**src/rtl/rs_pkg.sv**
```systemverilog
// ---------------------------------------------------------------------------
// rs_pkg
// Shared constants and types for the RS(15,11) decoder front end.
//   RS_N / RS_K / RS_NSYN : code length, message length, number of syndromes
//   SYM_W                 : GF(16) symbol width
//   LAST_IDX              : symbol counter value of the last symbol r0
//   CTRL_CLEAR / CTRL_ACC : syndrome cell CONTROL words (feedback off / on)
//   state_e               : sequencer FSM states
// ---------------------------------------------------------------------------
package rs_pkg;

  localparam int RS_N    = 15;
  localparam int RS_K    = 11;
  localparam int RS_NSYN = 4;
  localparam int SYM_W   = 4;

  localparam logic [3:0] LAST_IDX   = 4'd14;
  localparam logic [3:0] CTRL_CLEAR = 4'b0000;
  localparam logic [3:0] CTRL_ACC   = 4'b1111;

  typedef logic [SYM_W-1:0]         sym_t;
  typedef logic [RS_NSYN*SYM_W-1:0] synd_vec_t;

  typedef enum logic {
    IDLE = 1'b0,
    RUN  = 1'b1
  } state_e;

  // True when every syndrome in the packed vector is zero (no detectable error).
  function automatic logic all_zero(input synd_vec_t s);
    return (s == {(RS_NSYN*SYM_W){1'b0}});
  endfunction

endpackage

```
**src/rtl/syndrome_sequencer_if.sv**
```systemverilog
// ---------------------------------------------------------------------------
// syndrome_sequencer_if
// Bundles the sequencer's symbol input stream, the shared syndrome-cell bus
// and the syndrome output stream.
//   master : environment side (symbol source, cells, key-equation stage)
//   slave  : the syndrome_sequencer itself
// ---------------------------------------------------------------------------
interface syndrome_sequencer_if;
  import rs_pkg::*;

  // input symbol stream
  sym_t       IN_SYMBOL;
  logic       IN_VALID;
  logic       IN_READY;
  // shared cell bus
  sym_t       CELL_SYMBOL;
  logic [3:0] CELL_CONTROL;
  sym_t       CELL_S1;
  sym_t       CELL_S2;
  sym_t       CELL_S3;
  sym_t       CELL_S4;
  // syndrome output stream
  sym_t       SYND_S1;
  sym_t       SYND_S2;
  sym_t       SYND_S3;
  sym_t       SYND_S4;
  logic       SYND_VALID;
  logic       SYND_READY;
  logic       SYND_ZERO;
  logic       ABORT;

  modport master (
    output IN_SYMBOL, IN_VALID, CELL_S1, CELL_S2, CELL_S3, CELL_S4, SYND_READY,
    input  IN_READY, CELL_SYMBOL, CELL_CONTROL,
    input  SYND_S1, SYND_S2, SYND_S3, SYND_S4, SYND_VALID, SYND_ZERO, ABORT
  );

  modport slave (
    input  IN_SYMBOL, IN_VALID, CELL_S1, CELL_S2, CELL_S3, CELL_S4, SYND_READY,
    output IN_READY, CELL_SYMBOL, CELL_CONTROL,
    output SYND_S1, SYND_S2, SYND_S3, SYND_S4, SYND_VALID, SYND_ZERO, ABORT
  );

endinterface

```
**src/rtl/syndrome_sequencer.sv**
```systemverilog
// ---------------------------------------------------------------------------
// syndrome_sequencer
// Drives the four RS(15,11) syndrome cells with one received symbol per
// cycle, clears their feedback on the first symbol of each codeword and
// captures the four syndromes on the 15th symbol into a one-deep output
// register with a valid/ready handshake.
// Ports:
//   CLK           system clock, rising edge
//   RESET_GLOBAL  asynchronous active-low reset
//   bus           syndrome_sequencer_if.slave (symbol in, cell bus, synd out)
// CELL_SYMBOL, CELL_CONTROL and IN_READY are combinational; all other outputs
// are registered.
// ---------------------------------------------------------------------------
module syndrome_sequencer
  import rs_pkg::*;
(
  input logic                 CLK,
  input logic                 RESET_GLOBAL,
  syndrome_sequencer_if.slave bus
);

  state_e     state_q, state_d;
  logic [3:0] cnt_q, cnt_d;
  synd_vec_t  synd_q, synd_d;
  logic       valid_q, valid_d;
  logic       zero_q, zero_d;
  logic       abort_q, abort_d;

  logic       in_ready_s;
  logic [3:0] ctrl_s;
  sym_t       sym_s;
  synd_vec_t  cell_s;

  // S1 occupies the least significant nibble.
  assign cell_s = {bus.CELL_S4, bus.CELL_S3, bus.CELL_S2, bus.CELL_S1};

  // Next-state, capture and cell-bus decode.
  always_comb begin
    state_d    = state_q;
    cnt_d      = cnt_q;
    synd_d     = synd_q;
    zero_d     = zero_q;
    // A pending syndrome set drains when the consumer is ready; a capture
    // below overrides this and keeps the register full.
    valid_d    = valid_q & ~bus.SYND_READY;
    abort_d    = 1'b0;
    in_ready_s = 1'b1;
    ctrl_s     = CTRL_CLEAR;
    sym_s      = '0;

    case (state_q)
      IDLE: begin
        // Only start a codeword when its result has somewhere to go.
        in_ready_s = ~valid_q | bus.SYND_READY;
        if (bus.IN_VALID && in_ready_s) begin
          sym_s   = bus.IN_SYMBOL;
          cnt_d   = 4'd1;
          state_d = RUN;
        end else begin
          sym_s   = '0;
        end
      end

      RUN: begin
        if (bus.IN_VALID) begin
          ctrl_s = CTRL_ACC;
          sym_s  = bus.IN_SYMBOL;
          if (cnt_q == LAST_IDX) begin
            // Cell outputs already include r0 combinationally this cycle.
            synd_d  = cell_s;
            zero_d  = all_zero(cell_s);
            valid_d = 1'b1;
            cnt_d   = 4'd0;
            state_d = IDLE;
          end else begin
            cnt_d   = cnt_q + 4'd1;
          end
        end else begin
          // The cells clock every cycle, so a gap corrupts the codeword.
          abort_d = 1'b1;
          ctrl_s  = CTRL_CLEAR;
          sym_s   = '0;
          cnt_d   = 4'd0;
          state_d = IDLE;
        end
      end

      default: begin
        state_d = IDLE;
        cnt_d   = 4'd0;
      end
    endcase
  end

  // State, counter and output registers.
  always_ff @(posedge CLK or negedge RESET_GLOBAL) begin
    if (!RESET_GLOBAL) begin
      state_q <= IDLE;
      cnt_q   <= 4'd0;
      synd_q  <= '0;
      valid_q <= 1'b0;
      zero_q  <= 1'b0;
      abort_q <= 1'b0;
    end else begin
      state_q <= state_d;
      cnt_q   <= cnt_d;
      synd_q  <= synd_d;
      valid_q <= valid_d;
      zero_q  <= zero_d;
      abort_q <= abort_d;
    end
  end

  assign bus.IN_READY     = in_ready_s;
  assign bus.CELL_CONTROL = ctrl_s;
  assign bus.CELL_SYMBOL  = sym_s;
  assign bus.SYND_S1      = synd_q[3:0];
  assign bus.SYND_S2      = synd_q[7:4];
  assign bus.SYND_S3      = synd_q[11:8];
  assign bus.SYND_S4      = synd_q[15:12];
  assign bus.SYND_VALID   = valid_q;
  assign bus.SYND_ZERO    = zero_q;
  assign bus.ABORT        = abort_q;

endmodule
```
**src/flat_wrapper.sv**
```systemverilog
// flat-port wrapper written by rule: the top's interface ports become plain ports
module syndrome_sequencer_flat import rs_pkg::*;
  (CLK, RESET_GLOBAL, bus_IN_SYMBOL, bus_IN_VALID, bus_CELL_S1, bus_CELL_S2, bus_CELL_S3, bus_CELL_S4, bus_SYND_READY, bus_IN_READY, bus_CELL_SYMBOL, bus_CELL_CONTROL, bus_SYND_S1, bus_SYND_S2, bus_SYND_S3, bus_SYND_S4, bus_SYND_VALID, bus_SYND_ZERO, bus_ABORT);
  syndrome_sequencer_if bus_i ();
  input logic CLK;
  input logic RESET_GLOBAL;
  input wire logic [$bits(bus_i.IN_SYMBOL)-1:0] bus_IN_SYMBOL;
  input wire logic [$bits(bus_i.IN_VALID)-1:0] bus_IN_VALID;
  input wire logic [$bits(bus_i.CELL_S1)-1:0] bus_CELL_S1;
  input wire logic [$bits(bus_i.CELL_S2)-1:0] bus_CELL_S2;
  input wire logic [$bits(bus_i.CELL_S3)-1:0] bus_CELL_S3;
  input wire logic [$bits(bus_i.CELL_S4)-1:0] bus_CELL_S4;
  input wire logic [$bits(bus_i.SYND_READY)-1:0] bus_SYND_READY;
  output wire logic [$bits(bus_i.IN_READY)-1:0] bus_IN_READY;
  output wire logic [$bits(bus_i.CELL_SYMBOL)-1:0] bus_CELL_SYMBOL;
  output wire logic [$bits(bus_i.CELL_CONTROL)-1:0] bus_CELL_CONTROL;
  output wire logic [$bits(bus_i.SYND_S1)-1:0] bus_SYND_S1;
  output wire logic [$bits(bus_i.SYND_S2)-1:0] bus_SYND_S2;
  output wire logic [$bits(bus_i.SYND_S3)-1:0] bus_SYND_S3;
  output wire logic [$bits(bus_i.SYND_S4)-1:0] bus_SYND_S4;
  output wire logic [$bits(bus_i.SYND_VALID)-1:0] bus_SYND_VALID;
  output wire logic [$bits(bus_i.SYND_ZERO)-1:0] bus_SYND_ZERO;
  output wire logic [$bits(bus_i.ABORT)-1:0] bus_ABORT;
  assign bus_i.IN_SYMBOL = bus_IN_SYMBOL;
  assign bus_i.IN_VALID = bus_IN_VALID;
  assign bus_i.CELL_S1 = bus_CELL_S1;
  assign bus_i.CELL_S2 = bus_CELL_S2;
  assign bus_i.CELL_S3 = bus_CELL_S3;
  assign bus_i.CELL_S4 = bus_CELL_S4;
  assign bus_i.SYND_READY = bus_SYND_READY;
  assign bus_IN_READY = bus_i.IN_READY;
  assign bus_CELL_SYMBOL = bus_i.CELL_SYMBOL;
  assign bus_CELL_CONTROL = bus_i.CELL_CONTROL;
  assign bus_SYND_S1 = bus_i.SYND_S1;
  assign bus_SYND_S2 = bus_i.SYND_S2;
  assign bus_SYND_S3 = bus_i.SYND_S3;
  assign bus_SYND_S4 = bus_i.SYND_S4;
  assign bus_SYND_VALID = bus_i.SYND_VALID;
  assign bus_SYND_ZERO = bus_i.SYND_ZERO;
  assign bus_ABORT = bus_i.ABORT;
  syndrome_sequencer u_core (.CLK(CLK), .RESET_GLOBAL(RESET_GLOBAL), .bus(bus_i));
endmodule
```
**config.mk**
```make
export PLATFORM = sky130hd
export DESIGN_NAME = syndrome_sequencer_flat
export DESIGN_NICKNAME = d
export VERILOG_FILES = /design/src/rtl/rs_pkg.sv /design/src/rtl/syndrome_sequencer_if.sv /design/src/rtl/syndrome_sequencer.sv /design/src/flat_wrapper.sv
export SDC_FILE = /design/constraint.sdc
export NUM_CORES = 1
export LEC_CHECK = 0
export CAP_MARGIN = 40
export CORE_ASPECT_RATIO = 0.7
export CORE_MARGIN = 8
export CORE_UTILIZATION = 41
export DETAILED_ROUTE_END_ITERATION = 10
export MAX_ROUTING_LAYER = met4
export PLACE_DENSITY = 0.76
export SKIP_CTS_REPAIR_TIMING = 1
export SYNTH_ARGS = -nofsm -noshare
export SYNTH_HDL_FRONTEND = slang
export SYNTH_SLANG_ARGS = --single-unit
export TNS_END_PERCENT = 50
```
**constraint.sdc**
```tcl
create_clock -name CLK -period 1.96 [get_ports CLK]
set_input_delay 0.294 -clock CLK [delete_from_list [all_inputs] [get_ports CLK]]
set_output_delay 0.294 -clock CLK [all_outputs]
set_load 0.005 [all_outputs]
```
==> flow_metrics.tcl, run 1 <==
set metrics [dict create \
    outcome "completed" \
    setup_viol 0 \
    post-route-period-util_pct 96.6 \
    ys_ff_latch 24 \
    skew_ns 0.00176 \
    rsz0062_at_grt "no" \
    avgViaCountPerCell 5.09 \
    min_period_ns 1.89 \
    p_per_area_mw_per_mm2 514 \
    crit_chain "clkdlybuf4s50_1 > nand2b_4 > or2_2 > clkdlybuf4s50_1" \
    area_growth_syn_to_layout_pct 55.0 \
    n_antenna_cell 0 \
    grt_pass1_vias 973 \
    synth_edf_count 0 \
    cts_buffers 3 \
    ys_warn_count 0 \
    netlist_area_mm2 0.00115 \
    drc_errors 0 \
    crit_path_end_kind "output pin" \
    synth_cell_type_count 31 \
    clk_pin_slew_ns 0.08 \
    hold_viol_final 0 \
    wl_per_cell_um 17.9 \
    cp.arrival_ns 1.60 \
    synthCells 82 \
    cp.required_ns 1.67 \
    core_area_mm2 0.00272 \
    num_rows 16 \
    cts_buffer_depth 2 \
    crit_cells 4 \
    crit_slowest_cell "clkdlybuf4s50_1" \
    h-tree-depth 1 \
    synth_common_cells "dfrtp_1, mux2_4, mux2_2" \
    start_util_pct 42.2 \
    top_level_ports 52 \
    fp.dieH_um 60.3 \
    leakage_uw 0.000864 \
    synth_ff_type "dfrtp_1" \
    max-slew-margin-rel_pct 70.1 \
    async_reset_ff_share_pct 100 \
    critPathBufInv 2 \
    cp-startpoint "bus_SYND_READY" \
    path_class "primary input to output pin" \
    worstMarginPinSlew_ns 0.444 \
    grt_max_degree 25 \
    drt-total-wl_mm 3.10 \
    grt_pass1_wl_mm 4.77 \
    numPortBuffers 51 \
    cts.sinks 24 \
    fillerInstances 218 \
    worstReg2RegStart "u_core.cnt_q[0]" \
    die_x_um 79.3 \
    final_nets 165 \
    start_kind "primary input" \
    reg2reg_depth 6 \
    ant_nets 0 \
    drtPass1Iterations 4 \
    antenna_found_initial 0 \
    clock_latency_ns 0.26 \
    synth_seq_area_share_pct 52.2 \
    globalplace.congestion 0.750 \
    yosysMostFrequentCell "dfrtp_1" \
    yosys.area.top_type_share_pct 52.2 \
    r2r-end "u_core.synd_q[4]" \
    regArea_um2 601 \
    gr-total-overflow 0 \
    slew_viol_final 0 \
    drv_cap 0 \
    synth_top_area_cell "dfrtp_1" \
    fmax_mhz 528 \
    synthTopCellsByArea "dfrtp_1, mux2_4, mux2_2" \
    route.vias.total 881 \
    dieArea_mm2 0.00478 \
    hp-class "primary input to flop" \
    crit_family "buffers and inverters" \
    timing.setup.tns_ns 0 \
    slowest_delay_ns 0.45 \
    synth_nets 108 \
    fin_util_pct 65.4 \
    regToRegSetupSlack_ns 0.33 \
    endpoint "bus_IN_READY" \
    multi_input_area_um2 507 \
    drt_iter0_markers 26 \
    cp_max_fo 5 \
    dp_hpwl_mm 2.44 \
    synth.avg_cell_area_um2 14.0 \
    drive_gt1_share_pct 24.1 \
    ir_drop_uv 334 \
    grt.total_usage_pct 13.4 \
    crit_path_frequent_cell "clkdlybuf4s50_1" \
    cts_tree "built" \
    cts_root_buffer "clkbuf_8" \
]
worst reg2reg max path, stage by stage (launching register included):
cell and delay (ns):
dfrtp_1 0.43, inv_1 0.08, ha_1 0.21, nand3_4 0.13
nor2_8 0.14, buf_12 0.17, mux2_2 0.35
through the flow:
step	worst slack, ns	cells	total power [uW]	hold WS (ns)	instance area, um^2
5_1_grt	0.0339	173	955	0.350	1780
2_1_floorplan	0.444	82	551	-0.00159	1150
3_3_place_gp	-0.0449	170	638	0.491	1710
6_report	0.0669	173	915	0.325	1780
4_1_cts	-0.147	173	926	0.400	1750
3_5_place_dp	-0.137	170	644	0.494	1710
kinds of logic after synthesis:
group                      share of synthesized area (%)
DFF                                                 52.2
AOI/OAI and AO/OA                                   6.64
buffers and inverters                               5.01
and+or+nand+nor                                     15.0
muxes                                               18.9
adders and majority gates                           2.18
cell usage in the layout, fill, tap and decap left out, types with 2 or more instances in the layout:
master and instances:
clkbuf_8 3, o21ai_0 2, nor4_1 4, inv_1 2
mux2_4 10, a21oi_1 2, dfrtp_1 24, dlymetal6s2s_1 5
buf_4 5, ha_1 2, nand3_1 2, and2_1 4
clkdlybuf4s50_1 46, mux2_2 6
routing by layer:
layer	wire, um	vias to the layer above	global-route usage, %
li1	-	407	-
met1	1370	436	14.6
met2	1470	34	21.7
met3	204	4	4.95
met4	50	0	5.51
met5	0	-	-
how the worst min path moves through the flow:
stage / cells after the start / slack [ns] / end / from
floorplan: 0 / -0.002 / u_core.bus.ABORT / RESET_GLOBAL
finish: 2 / 0.32 / u_core.bus.ABORT / bus_IN_VALID
detailed placement: 1 / 0.49 / u_core.synd_q[11] / u_core.synd_q[11]
global placement: 1 / 0.49 / u_core.synd_q[0] / u_core.synd_q[0]
CTS: 2 / 0.40 / u_core.synd_q[12] / RESET_GLOBAL
global route: 2 / 0.35 / u_core.bus.ABORT / bus_IN_VALID
report_power, final:
group	switching [uW]	internal [uW]
logic	47.0	75.8
registers	9.89	502
clock network	144	137
total	201	715
area by class of cell:
class	count	share of cell area [%]
well taps	36	2.53
multi-input cells	51	28.4
inverters	2	0.421
clock buffers	3	2.32
repair buffers	57	32.6
flip-flops and latches	24	33.7
state kept, by name, indices dropped and copies added, names as in the netlist:
register / flops
u_core.state_q: 1
u_core.synd_q: 16
u_core.bus.SYND_ZERO: 1
u_core.bus.ABORT: 1
u_core.bus.SYND_VALID: 1
u_core.cnt_q: 4
Power figures use the tool's default switching activity.
==> run 2, diff against run 1 <==
GPL_ROUTABILITY_DRIVEN = 0   (was default)
==> results of run 2 <==
The final DEF is identical to that of run 1; final timing and power are the same.
